### config.mk
export PLATFORM = sky130hd
export DESIGN_NAME = muldiv_unit
export DESIGN_NICKNAME = d
export VERILOG_FILES = /design/src/rtl/muldiv_unit_pkg.sv /design/src/rtl/muldiv_unit.sv
export SDC_FILE = /design/constraint.sdc
export NUM_CORES = 1
export LEC_CHECK = 0
export CORE_AREA = 2 2 270 272
export DETAILED_ROUTE_END_ITERATION = 16
export DIE_AREA = 0 0 272 274
export PLACE_DENSITY = 0.38
export SLEW_MARGIN = 25
export SYNTH_ARGS = -nofsm -noshare
export SYNTH_HDL_FRONTEND = slang
export SYNTH_SLANG_ARGS = --single-unit
### constraint.sdc
create_clock -name clk -period 5.2 [get_ports clk]
set_input_delay 0.52 -clock clk [delete_from_list [all_inputs] [get_ports clk]]
set_output_delay 0.52 -clock clk [all_outputs]
set_load 0.01 [all_outputs]
### src/rtl/muldiv_unit_pkg.sv
// Shared encodings and helpers for the RV32M multiply/divide unit.
// Holds funct3 codes, FSM state codes and operand-sign helpers.
package muldiv_unit_pkg;

    localparam int XLEN_DEF = 32;

    localparam logic [2:0] F3_MUL    = 3'b000;
    localparam logic [2:0] F3_MULH   = 3'b001;
    localparam logic [2:0] F3_MULHSU = 3'b010;
    localparam logic [2:0] F3_MULHU  = 3'b011;
    localparam logic [2:0] F3_DIV    = 3'b100;
    localparam logic [2:0] F3_DIVU   = 3'b101;
    localparam logic [2:0] F3_REM    = 3'b110;
    localparam logic [2:0] F3_REMU   = 3'b111;

    localparam logic [1:0] S_IDLE   = 2'd0;
    localparam logic [1:0] S_PREP   = 2'd1;
    localparam logic [1:0] S_CALC   = 2'd2;
    localparam logic [1:0] S_FINISH = 2'd3;

    // rs1 is treated as signed for MULH, MULHSU, DIV and REM
    function automatic logic sgn_a(input logic [2:0] f3);
        return (f3 == F3_MULH) || (f3 == F3_MULHSU) ||
               (f3 == F3_DIV) || (f3 == F3_REM);
    endfunction

    // rs2 is treated as signed for MULH, DIV and REM
    function automatic logic sgn_b(input logic [2:0] f3);
        return (f3 == F3_MULH) || (f3 == F3_DIV) || (f3 == F3_REM);
    endfunction

    // Magnitude of a word, negating only when it is signed and negative
    function automatic logic [XLEN_DEF-1:0] mag(
        input logic [XLEN_DEF-1:0] v,
        input logic                s
    );
        return (s && v[XLEN_DEF-1]) ? ('0 - v) : v;
    endfunction

endpackage

### src/rtl/muldiv_unit.sv
// Iterative RV32M multiply/divide unit, fixed 34-cycle latency.
// One 33-bit adder/subtractor serves both shift-add and restoring divide.
module muldiv_unit
    import muldiv_unit_pkg::*;
#(
    parameter int XLEN = XLEN_DEF
) (
    input  logic            clk,
    input  logic            rst,
    input  logic            start,
    input  logic [2:0]      funct3,
    input  logic [XLEN-1:0] operand_a,
    input  logic [XLEN-1:0] operand_b,
    input  logic [4:0]      addr_rd_in,
    output logic            busy,
    output logic            done,
    output logic            we,
    output logic [4:0]      addr_rd,
    output logic [XLEN-1:0] result
);

    logic [1:0]      state;
    logic [2:0]      op;
    logic [XLEN-1:0] a_q;
    logic [XLEN-1:0] b_q;
    logic [XLEN-1:0] m_q;
    logic [XLEN-1:0] hi;
    logic [XLEN-1:0] lo;
    logic [4:0]      cnt;
    logic [4:0]      rd_q;
    logic            neg_q;
    logic            rneg_q;
    logic            sa;
    logic            sb;

    logic [XLEN:0]     add_x;
    logic [XLEN:0]     add_y;
    logic [XLEN+1:0]   add_sum;
    logic              carry;
    logic [2*XLEN-1:0] prod;
    logic [2*XLEN-1:0] prod_s;
    logic [XLEN-1:0]   quo;
    logic [XLEN-1:0]   rem;
    logic [XLEN-1:0]   fin_res;

    assign busy  = (state != S_IDLE);
    assign sa    = sgn_a(op) & a_q[XLEN-1];
    assign sb    = sgn_b(op) & b_q[XLEN-1];
    assign carry = add_sum[XLEN+1];

    // Shared adder: adds the multiplicand, or subtracts the divisor
    always_comb begin
        add_x   = op[2] ? {hi, lo[XLEN-1]} : {1'b0, hi};
        add_y   = op[2] ? ~{1'b0, m_q} : {1'b0, m_q};
        add_sum = {1'b0, add_x} + {1'b0, add_y}
                + {{(XLEN+1){1'b0}}, op[2]};
    end

    // Sign correction, special cases and output selection
    always_comb begin
        prod    = {hi, lo};
        prod_s  = neg_q ? ('0 - prod) : prod;
        quo     = neg_q ? ('0 - lo) : lo;
        rem     = rneg_q ? ('0 - hi) : hi;
        fin_res = prod_s[XLEN-1:0];
        case (op)
            F3_MUL:    fin_res = prod_s[XLEN-1:0];
            F3_MULH,
            F3_MULHSU,
            F3_MULHU:  fin_res = prod_s[2*XLEN-1:XLEN];
            F3_DIV,
            F3_DIVU:   fin_res = (m_q == '0) ? '1 : quo;
            F3_REM,
            F3_REMU:   fin_res = (m_q == '0) ? a_q : rem;
            default:   fin_res = prod_s[XLEN-1:0];
        endcase
    end

    // Control FSM and iterative datapath
    always_ff @(posedge clk or negedge rst) begin
        if (!rst) begin
            state   <= S_IDLE;
            op      <= '0;
            a_q     <= '0;
            b_q     <= '0;
            m_q     <= '0;
            hi      <= '0;
            lo      <= '0;
            cnt     <= '0;
            rd_q    <= '0;
            neg_q   <= 1'b0;
            rneg_q  <= 1'b0;
            done    <= 1'b0;
            we      <= 1'b0;
            result  <= '0;
            addr_rd <= '0;
        end else begin
            done <= 1'b0;
            we   <= 1'b0;
            case (state)
                S_IDLE: begin
                    if (start) begin
                        op    <= funct3;
                        a_q   <= operand_a;
                        b_q   <= operand_b;
                        rd_q  <= addr_rd_in;
                        state <= S_PREP;
                    end
                end
                S_PREP: begin
                    lo     <= op[2] ? mag(a_q, sgn_a(op)) : mag(b_q, sgn_b(op));
                    m_q    <= op[2] ? mag(b_q, sgn_b(op)) : mag(a_q, sgn_a(op));
                    hi     <= '0;
                    cnt    <= '0;
                    neg_q  <= sa ^ sb;
                    rneg_q <= sa;
                    state  <= S_CALC;
                end
                S_CALC: begin
                    if (op[2]) begin
                        hi <= carry ? add_sum[XLEN-1:0] : add_x[XLEN-1:0];
                        lo <= {lo[XLEN-2:0], carry};
                    end else if (lo[0]) begin
                        {hi, lo} <= {add_sum[XLEN:0], lo[XLEN-1:1]};
                    end else begin
                        {hi, lo} <= {1'b0, hi, lo[XLEN-1:1]};
                    end
                    cnt <= cnt + 5'd1;
                    if (cnt == 5'd31) begin
                        state <= S_FINISH;
                    end
                end
                S_FINISH: begin
                    result  <= fin_res;
                    addr_rd <= rd_q;
                    done    <= 1'b1;
                    we      <= (rd_q != 5'd0);
                    state   <= S_IDLE;
                end
                default: state <= S_IDLE;
            endcase
        end
    end

endmodule

# Yosys cells after proc, flatten, opt, wreduce, memory -nomap -nowiden
# Index checks and enable logic that the tools add are counted.
# word_totals
input_bits	75
regBits	216
# op_classes
n_eq_ne	13
addsub	8
reduce_logical	18
n_mux	25
bitwise	4
# op_table
operator	n
two-way mux 32 bit	13
case mux 32 bit (2 select lines)	2
case mux 32 bit (4 select lines)	1
subtractor 1 x 32 -> 32 bit, first input constant	4
two-way mux 33 bit	2
two-way mux 64 bit	1
subtractor 1 x 64 -> 64 bit, first input constant	1
adder 33 x 33 -> 34 bit	1
adder 34 x 1 -> 34 bit	1
inverter 32 -> 33 bit	1
zero test 32 bit	1
equality test 3 bit, second input constant	4
case mux 5 bit (2 select lines)	1
case mux 2 bit (4 select lines)	1
equality test 3 x 2 -> 1 bit, second input constant	2
adder 5 x 1 -> 5 bit, second input constant	1
equality test 5 bit, second input constant	1
logical OR 1 bit	5
nonzero test 5 bit	1
equality test 2 bit, second input constant	2
two-way mux 2 bit	2
inequality test 2 bit, second input constant	2
AND reduction 2 bit	2
nonzero test 2 bit	2
other kinds (10)	14

# Depth between registers and ports, before layout
# depth
ltp_word	8
depth_mapped	20

# Worst setup path before layout
# No wires, ideal clock.
# synth_path
path_kind	flip-flop to flip-flop
start	reg op[2]
end	reg hi[26]
path_slack_ns	0.508
t_required_ns	5.113
path_stages_with_launch	17
t_arrival_ns	4.605
path_buffers	5
path_cell_list	dfrtp_1 clkbuf_1 buf_1 clkbuf_1 clkbuf_1 buf_1 o21ai_0 ha_1 a211oi_1 nor2_1 or4_1 a21o_1 a221o_1 a21oi_1 xor2_1 a211o_1 a22oi_1
# synth_via
elab_chain_len	6
# synth_lines
element	line_no	text
start, declared	muldiv_unit.sv:23	logic [2:0] op;
start signal, assigned	muldiv_unit.sv:103	op <= funct3;
two-way mux 33 bit, on equally long branches	muldiv_unit.sv:53, muldiv_unit.sv:54	
adder 33 x 33 -> 34 bit	muldiv_unit.sv:55	add_sum = {1'b0, add_x} + {1'b0, add_y}
adder 34 x 1 -> 34 bit	muldiv_unit.sv:56	+ {{(XLEN+1){1'b0}}, op[2]};
two-way mux 32 bit, on equally long branches	muldiv_unit.sv:123, muldiv_unit.sv:121	
two-way mux 32 bit *	muldiv_unit.sv:120	if (op[2]) begin
case mux 32 bit (2 select lines) *	muldiv_unit.sv:100	case (state)
end signal, assigned	muldiv_unit.sv:121	hi <= carry ? add_sum[XLEN-1:0] : add_x[XLEN-1:0];
end signal, assigned	muldiv_unit.sv:124	{hi, lo} <= {add_sum[XLEN:0], lo[XLEN-1:1]};
end signal, assigned	muldiv_unit.sv:126	{hi, lo} <= {1'b0, hi, lo[XLEN-1:1]};
end, declared	muldiv_unit.sv:27	logic [XLEN-1:0] hi;
# Mark *: on every way between the ends. The rest lies on a longest branch, timed or not.
# A chain may end at the register's enable or synchronous reset.

# Worst setup path in the final report
# layout_path
start	reg op[2]
end	reg hi[28]
# The elaborated chain is that of the path after synthesis.

==> key figures <==
Timing
  • Final WS setup: 0.621 ns
  • Setup violations, final: 0
  • Fin crit period: 4.58 ns
  • Setup_tns: 0 ns
  • Fin. Hold Viols: 0
  • Max Clk Rate: 0.218 GHz
  • Worst Skew: 0.0370 ns
  • RSZ-0062 raised after global routing: false
  • Slew Limit Fails: 0
  • Slew headroom: 0.280
  • Worst-margin pin slew: 1.08 ns
  • Post-route clock period utilization: 0.881

Setup path
  • Worst Path Max Fanout: 55
  • Worst path required time: 5.69 ns
  • Worst path arrival time: 5.07 ns
  • Critical path's top delay family: simple AND/OR/NAND/NOR gates
  • Crit end category: register
  • Worst path bufs/invs: 0
  • Slowest cell delay on critical path: 0.90 ns
  • Worst setup SP type: register
  • Slowest cell on crit path: dfrtp_4
  • R2R Setup Slk: 0.62 ns
  • WS Path Type: reg -> reg
  • Crit-path cells: mux2_2, ha_1, nand2_1, nor4_1, o31ai_1, a211oi_2, a2111oi_4, or2_1, or4_1, o2111a_1, o22ai_1

Die
  • Std-Cell Rows: 99
  • Die span in x: 272 um
  • Initial core utilization: 0.237
  • Io pins: 115
  • Die H: 274 um
  • Area of the core: 0.0720 mm^2
  • Die area: 0.0745 mm^2

Placed design
  • Post-DP HPWL: 56.2 mm
  • Setup slack at placement: 0.644 ns
  • Dpl cells: 2,932
  • RePlAce Congestion: 0.915
  • # port buffers: 114

Clocking
  • Sinks on Clock Net: 216
  • Max Buffers Root-to-Sink: 3
  • Root Driver: clkbuf_16
  • Number of buffers created by CTS: 28
  • CTS tree: yes
  • Reg clk slew, reported paths: 0.06 ns
  • H-tree lvl count: 1
  • Post-CTS Setup Bufs: 0
  • Skew-Pair Late Insertion Delay: 0.61 ns

Synth
  • Post-Syn Instances: 1,957
  • Async set or reset register ratio after synthesis: 1.00
  • Syn Area/Cell: 8.70 um^2
  • Synth unique cells: 91
  • Post-Synthesis Cell Area: 0.0170 mm^2
  • Syn Nets: 2,075
  • Area contributors post-synth: dfrtp_1 32%, mux2_2 6.4%, xnor2_1 6.2%
  • Synth cell count leaders: 219 x nor2_1, 216 x dfrtp_1, 175 x nand2_1, 156 x o21ai_0, 120 x xnor2_1
  • Number of warnings issued by yosys: 0
  • Most frequent cell after synthesis: nor2_1
  • Flops & latches, synth: 216
  • Post-synth top area cell: dfrtp_1
  • Top_reg_cell synth: dfrtp_1
  • Sequential area share after synthesis: 0.318
  • EDFF count, synth: 0
  • Area share of the largest cell type after synthesis: 0.318

Detailed routing
  • Detailed-route via count: 15,652
  • Remaining antenna violation count after routing: 0
  • First-pass detailed-route iteration total: 6
  • Initial DRC count: 1,494
  • Via density: 5.25
  • Drt total wl: 72.5 mm
  • Wire length per cell: 24.3 um
  • Drc violations: 0

Global routing
  • Initial antenna violation count: 4
  • Grt ovf: 0
  • First-pass GRT wire length: 106 mm
  • Largest net degree at the start of global routing: 88
  • Vias in the first global route: 15,218
  • Global Route Usage Sum: 0.191

Status
  • Status: complete, no violations

Final layout
  • Ant diodes: 0
  • Post-layout util: 0.280
  • Area delta synth->final: 18.3%
  • Fraction of layout cells with a size suffix above 1: 0.131
  • Fillers: 7,636
  • Fin nets: 2,122
  • Final non-filler cell total: 2,983

Job
  • Maxcap violations: 0

Hold path
  • Worst Hold Class: reg -> reg
[repair_timing]
item,CTS,global route
hold endpoints to repair,75,0
hold buffers,1,0
gates resized for setup,0,0
[kinds of logic (layout without fill, tap and decap cells)]
kind of cell,Yosys count,after routing,share of synthesized area
AOI/OAI and AO/OA,526,526,0.204
xor gates and xnor gates,210,210,0.108
adders and majority gates,43,43,0.0320
buffers and inverters,202,269,0.0461
DFF,216,216,0.318
muxes,172,172,0.130
and+or+nand+nor,588,588,0.162
[cell type report]
cell class,count,area (um^2),share of cell area
Clock inverter,15,181,0.00901
Inverter,60,225,0.0112
Sequential cell,216,5410,0.269
Tap cell,959,1200,0.0596
Clock buffer,35,747,0.0371
Timing Repair Buffer,159,1510,0.0751
Multi-Input combinational cell,1539,10900,0.539
[stage by stage]
stage	hold slack [ns]	area (um^2)
6_report	0.495	20100
3_3_place_gp	0.483	19200
3_5_place_dp	0.485	19200
5_1_grt	0.500	20100
2_1_floorplan	0.224	17000
4_1_cts	0.489	20100
[routing by layer]
| layer | wire length, um | share of wire | up-vias | track usage |
|---|---|---|---|---|
| met2 | 33000 | 0.46 | 549 | 0.305 |
| met5 | 12 | 0.00017 | - | 0 |
| met3 | 5890 | 0.081 | 76 | 0.0502 |
| met1 | 31800 | 0.44 | 7841 | 0.257 |
| li1 | - | - | 7184 | - |
| met4 | 1770 | 0.024 | 2 | 0.0453 |
[sequential cells by signal, indices dropped and copies added (netlist names), 5 cells and up]
name,count
a_q,32
cnt,5
rd_q,5
b_q,32
lo,32
m_q,32
hi,32
addr_rd,5
result,32
[cell usage in the layout, fill, tap and decap left out, drive strengths merged, types with 10 or more instances in the layout]
cell type	Yosys	layout
nor2	221	221
clkdlybuf4s50	0	113
o21ai	164	164
nor4	22	22
or4	18	18
o2bb2ai	11	11
o22ai	26	26
xnor2	120	120
o221ai	16	16
inv	58	58
clkinv	2	13
o41ai	14	14
nor3	35	35
clkbuf	106	35
a21oi	106	106
a31oi	19	19
nand4	16	16
nand2b	11	11
buf	36	45
a22o	12	12
mux4	29	29
a21o	22	22
ha	42	42
o31ai	31	31
mux2	97	97
or3	27	27
xor2	90	90
a211oi	26	26
mux2i	46	46
nand3	29	29
dfrtp	216	216
nand2	177	177
o211ai	10	10
[worst paths after layout]
check | startpoint | to | cells past startpoint
setup / recovery | op[2] | hi[28] | 11
hold / removal | result[25] | result[25] | 1
setup reg to reg | op[2] | hi[28] | 11
hold reg to reg | result[25] | result[25] | 1
max in group asynchronous | rst | neg_q | 3
min in group asynchronous | rst | hi[29] | 2
Power is not shown: default switching activity piles up to over one toggle a cycle in this logic, so the estimate is an artifact.
